**src/rtl/vga_timing_gen.sv**
```systemverilog
// -----------------------------------------------------------------------------
// vga_timing_gen
//   Raster timing generator that feeds the pixel painter stage. It runs a
//   horizontal and a vertical counter on vga_clk and derives the monitor syncs
//   and the painter's pixel coordinates from them.
//   Coordinates are 1-based inside the active area and 0 during blanking, so
//   "x_pixel > 0" can be used downstream as an active-area test.
//
// Ports
//   vga_clk      in   1           pixel clock, the only clock
//   rst_n        in   1           asynchronous reset, ACTIVE-HIGH despite the name
//   run          in   1           1 = counters advance, 0 = freeze counters and blank
//   hsync        out  1           horizontal sync (asserted level = SYNC_POL)
//   vsync        out  1           vertical sync   (asserted level = SYNC_POL)
//   video_de     out  1           high during an active pixel
//   x_pixel      out  COOR_WIDTH  active column 1..H_ACTIVE, else 0
//   y_pixel      out  COOR_WIDTH  active row 1..V_ACTIVE, else 0
//   line_start   out  1           one-clock pulse on the first clock of each line
//   frame_start  out  1           one-clock pulse on the first clock of each frame
//
// Every output is registered: outputs after edge t+1 describe the counter
// values held at edge t.
// -----------------------------------------------------------------------------
module vga_timing_gen #(
   parameter int   COOR_WIDTH = 12,
   parameter int   H_SYNC     = 96,
   parameter int   H_BP       = 48,
   parameter int   H_ACTIVE   = 640,
   parameter int   H_FP       = 16,
   parameter int   V_SYNC     = 2,
   parameter int   V_BP       = 33,
   parameter int   V_ACTIVE   = 480,
   parameter int   V_FP       = 10,
   parameter logic SYNC_POL   = 1'b0
) (
   input  logic                  vga_clk,
   input  logic                  rst_n,
   input  logic                  run,
   output logic                  hsync,
   output logic                  vsync,
   output logic                  video_de,
   output logic [COOR_WIDTH-1:0] x_pixel,
   output logic [COOR_WIDTH-1:0] y_pixel,
   output logic                  line_start,
   output logic                  frame_start
);

   localparam int H_TOTAL = H_SYNC + H_BP + H_ACTIVE + H_FP;
   localparam int V_TOTAL = V_SYNC + V_BP + V_ACTIVE + V_FP;

   localparam logic [COOR_WIDTH-1:0] ONE        = COOR_WIDTH'(1);
   localparam logic [COOR_WIDTH-1:0] H_LAST     = COOR_WIDTH'(H_TOTAL - 1);
   localparam logic [COOR_WIDTH-1:0] H_SYNC_END = COOR_WIDTH'(H_SYNC);
   localparam logic [COOR_WIDTH-1:0] H_ACT_BEG  = COOR_WIDTH'(H_SYNC + H_BP);
   localparam logic [COOR_WIDTH-1:0] H_ACT_END  = COOR_WIDTH'(H_SYNC + H_BP + H_ACTIVE);
   localparam logic [COOR_WIDTH-1:0] V_LAST     = COOR_WIDTH'(V_TOTAL - 1);
   localparam logic [COOR_WIDTH-1:0] V_SYNC_END = COOR_WIDTH'(V_SYNC);
   localparam logic [COOR_WIDTH-1:0] V_ACT_BEG  = COOR_WIDTH'(V_SYNC + V_BP);
   localparam logic [COOR_WIDTH-1:0] V_ACT_END  = COOR_WIDTH'(V_SYNC + V_BP + V_ACTIVE);

   // Maps a raw counter value to a 1-based coordinate inside the active area.
   function automatic logic [COOR_WIDTH-1:0] active_coord(
      input logic [COOR_WIDTH-1:0] cnt,
      input logic [COOR_WIDTH-1:0] base
   );
      return cnt - base + ONE;
   endfunction

   // Converts a logical "sync asserted" flag into the pin level.
   function automatic logic sync_level(input logic asserted);
      return asserted ? SYNC_POL : ~SYNC_POL;
   endfunction

   logic [COOR_WIDTH-1:0] h_cnt_p0;
   logic [COOR_WIDTH-1:0] v_cnt_p0;
   logic [COOR_WIDTH-1:0] h_cnt_nxt;
   logic [COOR_WIDTH-1:0] v_cnt_nxt;
   logic                  vld_p0;

   logic h_sync_i;
   logic h_act_i;
   logic v_sync_i;
   logic v_act_i;
   logic de_i;

   logic                  hsync_p1;
   logic                  vsync_p1;
   logic                  video_de_p1;
   logic [COOR_WIDTH-1:0] x_pixel_p1;
   logic [COOR_WIDTH-1:0] y_pixel_p1;
   logic                  line_start_p1;
   logic                  frame_start_p1;

   // ---- stage p0: raster counters -------------------------------------------
   assign vld_p0 = run;

   always_comb begin
      h_cnt_nxt = h_cnt_p0;
      v_cnt_nxt = v_cnt_p0;
      if (vld_p0) begin
         if (h_cnt_p0 == H_LAST) begin
            h_cnt_nxt = '0;
            v_cnt_nxt = (v_cnt_p0 == V_LAST) ? '0 : v_cnt_p0 + ONE;
         end else begin
            h_cnt_nxt = h_cnt_p0 + ONE;
         end
      end
   end

   always_ff @(posedge vga_clk or posedge rst_n) begin
      if (rst_n) begin
         h_cnt_p0 <= '0;
         v_cnt_p0 <= '0;
      end else begin
         h_cnt_p0 <= h_cnt_nxt;
         v_cnt_p0 <= v_cnt_nxt;
      end
   end

   assign h_sync_i = (h_cnt_p0 < H_SYNC_END);
   assign h_act_i  = (h_cnt_p0 >= H_ACT_BEG) && (h_cnt_p0 < H_ACT_END);
   assign v_sync_i = (v_cnt_p0 < V_SYNC_END);
   assign v_act_i  = (v_cnt_p0 >= V_ACT_BEG) && (v_cnt_p0 < V_ACT_END);
   assign de_i     = vld_p0 && h_act_i && v_act_i;

   // ---- stage p1: registered outputs ----------------------------------------
   // With run low every output is forced to its idle value while the counters
   // hold, so a paused generator looks like blanking to the monitor.
   always_ff @(posedge vga_clk or posedge rst_n) begin
      if (rst_n) begin
         hsync_p1       <= ~SYNC_POL;
         vsync_p1       <= ~SYNC_POL;
         video_de_p1    <= 1'b0;
         x_pixel_p1     <= '0;
         y_pixel_p1     <= '0;
         line_start_p1  <= 1'b0;
         frame_start_p1 <= 1'b0;
      end else begin
         hsync_p1       <= sync_level(vld_p0 && h_sync_i);
         vsync_p1       <= sync_level(vld_p0 && v_sync_i);
         video_de_p1    <= de_i;
         x_pixel_p1     <= de_i ? active_coord(h_cnt_p0, H_ACT_BEG) : '0;
         y_pixel_p1     <= de_i ? active_coord(v_cnt_p0, V_ACT_BEG) : '0;
         line_start_p1  <= vld_p0 && (h_cnt_p0 == '0);
         frame_start_p1 <= vld_p0 && (h_cnt_p0 == '0) && (v_cnt_p0 == '0);
      end
   end

   assign hsync       = hsync_p1;
   assign vsync       = vsync_p1;
   assign video_de    = video_de_p1;
   assign x_pixel     = x_pixel_p1;
   assign y_pixel     = y_pixel_p1;
   assign line_start  = line_start_p1;
   assign frame_start = frame_start_p1;

endmodule

```
**config.mk**
```make
export PLATFORM = sky130hd
export DESIGN_NAME = vga_timing_gen
export DESIGN_NICKNAME = d
export VERILOG_FILES = /design/src/rtl/vga_timing_gen.sv
export SDC_FILE = /design/constraint.sdc
export NUM_CORES = 1
export LEC_CHECK = 0
export CAP_MARGIN = 30
export CORE_ASPECT_RATIO = 1.1
export CORE_MARGIN = 2
export CORE_UTILIZATION = 50
export CTS_CLUSTER_SIZE = 40
export DETAILED_ROUTE_END_ITERATION = 7
export DONT_BUFFER_PORTS = 1
export GPL_TIMING_DRIVEN = 0
export PLACE_DENSITY = 0.66
export SLEW_MARGIN = 40
export SYNTH_ARGS = -nofsm -noshare
export SYNTH_HDL_FRONTEND = slang
export SYNTH_SLANG_ARGS = --single-unit
```
**constraint.sdc**
```tcl
create_clock -name vga_clk -period 6.1 [get_ports vga_clk]
set_clock_uncertainty 0.05 [all_clocks]
set_input_delay 0.305 -clock vga_clk [delete_from_list [all_inputs] [get_ports vga_clk]]
set_output_delay 0.305 -clock vga_clk [all_outputs]
set_load 0.005 [all_outputs]
```
==> out/metrics.csv <==
stage;metric;value;unit
synthesis;synth_top_area_share;48.6;%
flow_run;cap_violations;0;
critical_path;crit_required;6.22;ns
cts;clk_latency;0.31;ns
place;port_buffers;0;
finish;post-route-util;56.5;%
synthesis;ys_ff_latch;53;
pwr;ir_worst_vdd;114;uV
floorplan;ios;32;
synthesis;yosysWarningCount;0;
cts;cts-root-buf;clkbuf_8;
cts;cts_tree;yes;
synthesis;async_reset_ff_share;100;%
synthesis;synth_ff_type;dfrtp_1;
sta;finalSetupTns;0;ns
synthesis;synth.distinct_cells;42;
cts;clock_sinks;53;
synthesis;synth_top_area_cell;dfrtp_1;
detailed_routing;finalWirelength;5020;um
pwr;powerDensity;280;nW/um^2
synthesis;synth.cell_area;2630;um^2
critical_path;worstSetupEndpointType;flop;
detailed_routing;drc_errors;0;
grt;antenna_found_initial;0;
floorplan;start_util;52.2;%
finish;fillCellCount;453;
critical_path;worst-path-max-fanout;10;
critical_path;cpMostUsedCell;clkbuf_1;
critical_path;reg2reg_to;y_pixel[4];
synthesis;syn_inst;260;
grt;gr-usage-all-layers;20.1;%
synthesis;syn_avg_cell_area;10.1;um^2
cts;cts_buffers;5;
sta;fmax;0.421;GHz
critical_path;critPathKind;flop to flop;
place;dpl.hpwl;3640;um
critical_path;startpoint;v_cnt_p0[6];
synthesis;ys_seq_area_share;50.6;%
critical_path;crit_path_max_incr_delay;0.51;ns
detailed_routing;wl_per_cell;15.3;um
critical_path;endpoint;y_pixel[4];
place;postPlaceCellArea;2720;um^2
sta;slew_headroom;53.6;%
critical_path;r2r_slack;3.72;ns
critical_path;rr_worst_depth;6;
cts;cts-hold-fix-buffers;1;
finish;drive_gt1_share;10.3;%
sta;hold_viol_final;0;
critical_path;r2r_start;v_cnt_p0[6];
grt;grt_pass1_wl;9040;um
detailed_routing;dr.pass1.iters;4;
sta;final_max_slew_viol_count;0;
floorplan;die_h;80.0;um
grt;grt_pass1_vias;1846;
critical_path;start_kind;flop;
finish;multiInputGateArea;1140;um^2
grt;grt.overflow.total;0;
cts;cts_resized;0;
synthesis;yosys.cell_count.top_type;dfrtp_1;
finish;diodes;0;
floorplan;row_count;27;
finish;seq_area;1330;um^2
sta;worst_pin_slew;0.690;ns
sta;fin_crit_sh;39.0;%
grt;grt_max_degree;37;
floorplan;coreArea;5030;um^2
finish;area_delta_synth_final;8.39;%
floorplan;dieArea;5850;um^2
floorplan;die_w;73.1;um
synthesis;synth_common_cells;51 x dfrtp_1, 24 x nor3_1, 19 x xnor2_1, 15 x nand2_1, 15 x nor2_1;
cts;htree_levels;2;
finish;stdcell_area;2850;um^2
sta;rsz0062_at_grt;false;
cts;cts_max_path_buffers;2;
pwr;leakage;1.25;nW
sta;setup_slack;3.72;ns
detailed_routing;num_vias;1894;
finish;fin_nets;279;
place;finalWeightedCongestion;0.829;
critical_path;cp_slowest_cell;nor4_1;
detailed_routing;drt_iter0_markers;137;
cts;clk_pin_slew_worst_paths;0.10;ns
detailed_routing;viasPerCell;5.76;
sta;min_period;2.38;ns
sta;setup_viol;0;
detailed_routing;antenna_left;0;
synthesis;synth_area_leaders;dfrtp_1 49%, xnor2_1 6.3%, nor3_1 4.6%;
critical_path;path_cells;clkbuf_1, nor4_1, a21oi_1, o211ai_1, clkbuf_1, nor3_1;
outcome;outcome;completed;
critical_path;cp.arrival;2.50;ns
synthesis;synth_edf_count;0;
cts;cts_setup_buffers;0;
place;pre_cts_ws;3.77;ns
min_path;hold_class;input pin to flop;
-- worst min-delay path by stage --
stage	start	end	slack [ns]	cells past startpoint
2_1_floorplan	h_cnt_p0[11]	h_cnt_p0[11]	0.40	1
3_5_place_dp	rst_n	x_pixel[10]	0.08	1
4_1_cts	run	h_cnt_p0[5]	0.21	3
3_3_place_gp	h_cnt_p0[11]	h_cnt_p0[11]	0.42	1
6_report	run	h_cnt_p0[5]	0.23	3
5_1_grt	run	h_cnt_p0[5]	0.29	3
-- cell usage in the layout (no fill, tap or decap), types with 2 or more instances in the layout --
| master | Yosys | final |
|---|---|---|
| o21ai_0 | 9 | 9 |
| dfstp_2 | 2 | 2 |
| nand4_1 | 10 | 10 |
| clkbuf_8 | 0 | 5 |
| a211oi_1 | 2 | 2 |
| nand2_1 | 15 | 15 |
| a21boi_0 | 3 | 3 |
| and3_1 | 5 | 5 |
| or3_1 | 3 | 3 |
| a21oi_1 | 7 | 7 |
| nor2_1 | 15 | 15 |
| inv_1 | 10 | 9 |
| nor3_1 | 24 | 24 |
| o41ai_1 | 2 | 2 |
| buf_2 | 4 | 4 |
| ha_1 | 6 | 6 |
| clkbuf_1 | 13 | 14 |
| and4_1 | 3 | 3 |
| nor4_1 | 7 | 7 |
| conb_1 | 1 | 2 |
| or3b_2 | 2 | 2 |
| dfrtp_1 | 51 | 51 |
| mux2i_1 | 2 | 2 |
| buf_6 | 4 | 4 |
| xnor2_1 | 19 | 19 |
| o31ai_1 | 3 | 3 |
| xor2_1 | 9 | 9 |
| nand3_1 | 14 | 14 |
-- cell families (layout without fill, tap and decap cells) --
kind of cell | count (synthesis) | in the layout | share of synthesized area, %
simple gates | 108 | 108 | 22.9
flops | 53 | 53 | 50.6
buf+inv | 32 | 42 | 6.05
compound gates | 30 | 30 | 7.29
xor+xnor | 28 | 28 | 9.34
fa+ha+maj | 6 | 6 | 2.86
mux | 2 | 2 | 0.763
other cells | 1 | 2 | 0.143
-- sequential cells by signal, summed over array words and instances, names as in the netlist --
name / cells
frame_start: 1
h_cnt_p0: 12
hsync: 1
line_start: 1
v_cnt_p0: 12
video_de: 1
vsync: 1
x_pixel: 12
y_pixel: 12
-- metal layers --
layer  GRT usage, %  wire length (um)
met5              0                 0
met2           31.0              2250
met4           6.85                85
met1           27.9              2400
met3           3.91               285
-- power by group --
group          internal (W)  switching, W  total, W  leakage (nW)
Sequential         0.000371     0.0000144  0.000386         0.707
Combinational     0.0000747     0.0000992  0.000174         0.492
Clock              0.000123      0.000114  0.000237        0.0554
-- through the flow --
step / hold slack [ns] / total power [W] / std cells
6_report: 0.230 / 0.000797 / 329
5_1_grt: 0.285 / 0.000841 / 329
4_1_cts: 0.213 / 0.000803 / 329
3_5_place_dp: 0.0802 / 0.000565 / 320
3_3_place_gp: 0.421 / 0.000560 / 319
2_1_floorplan: 0.402 / 0.000531 / 261
-- final cells by class --
class / count / share of cell area, %
Sequential cell: 53 / 46.7
Multi-Input combinational cell: 176 / 40.1
Buffer: 22 / 4.27
Clock buffer: 6 / 2.55
Tap cell: 58 / 2.55
Inverter: 10 / 1.41
Clock inverter: 2 / 1.36
Timing Repair Buffer: 2 / 1.06
-- critical path, delay by kind of cell (launching register included) --
family / cells / cell delay (ns)
AO/OA/AOI/OAI: 2 / 0.56
AND/OR/NAND/NOR: 2 / 0.62
flip-flops: 1 / 0.37
buffers and inverters: 2 / 0.63
Note: power is estimated with default switching activity, not from simulation.
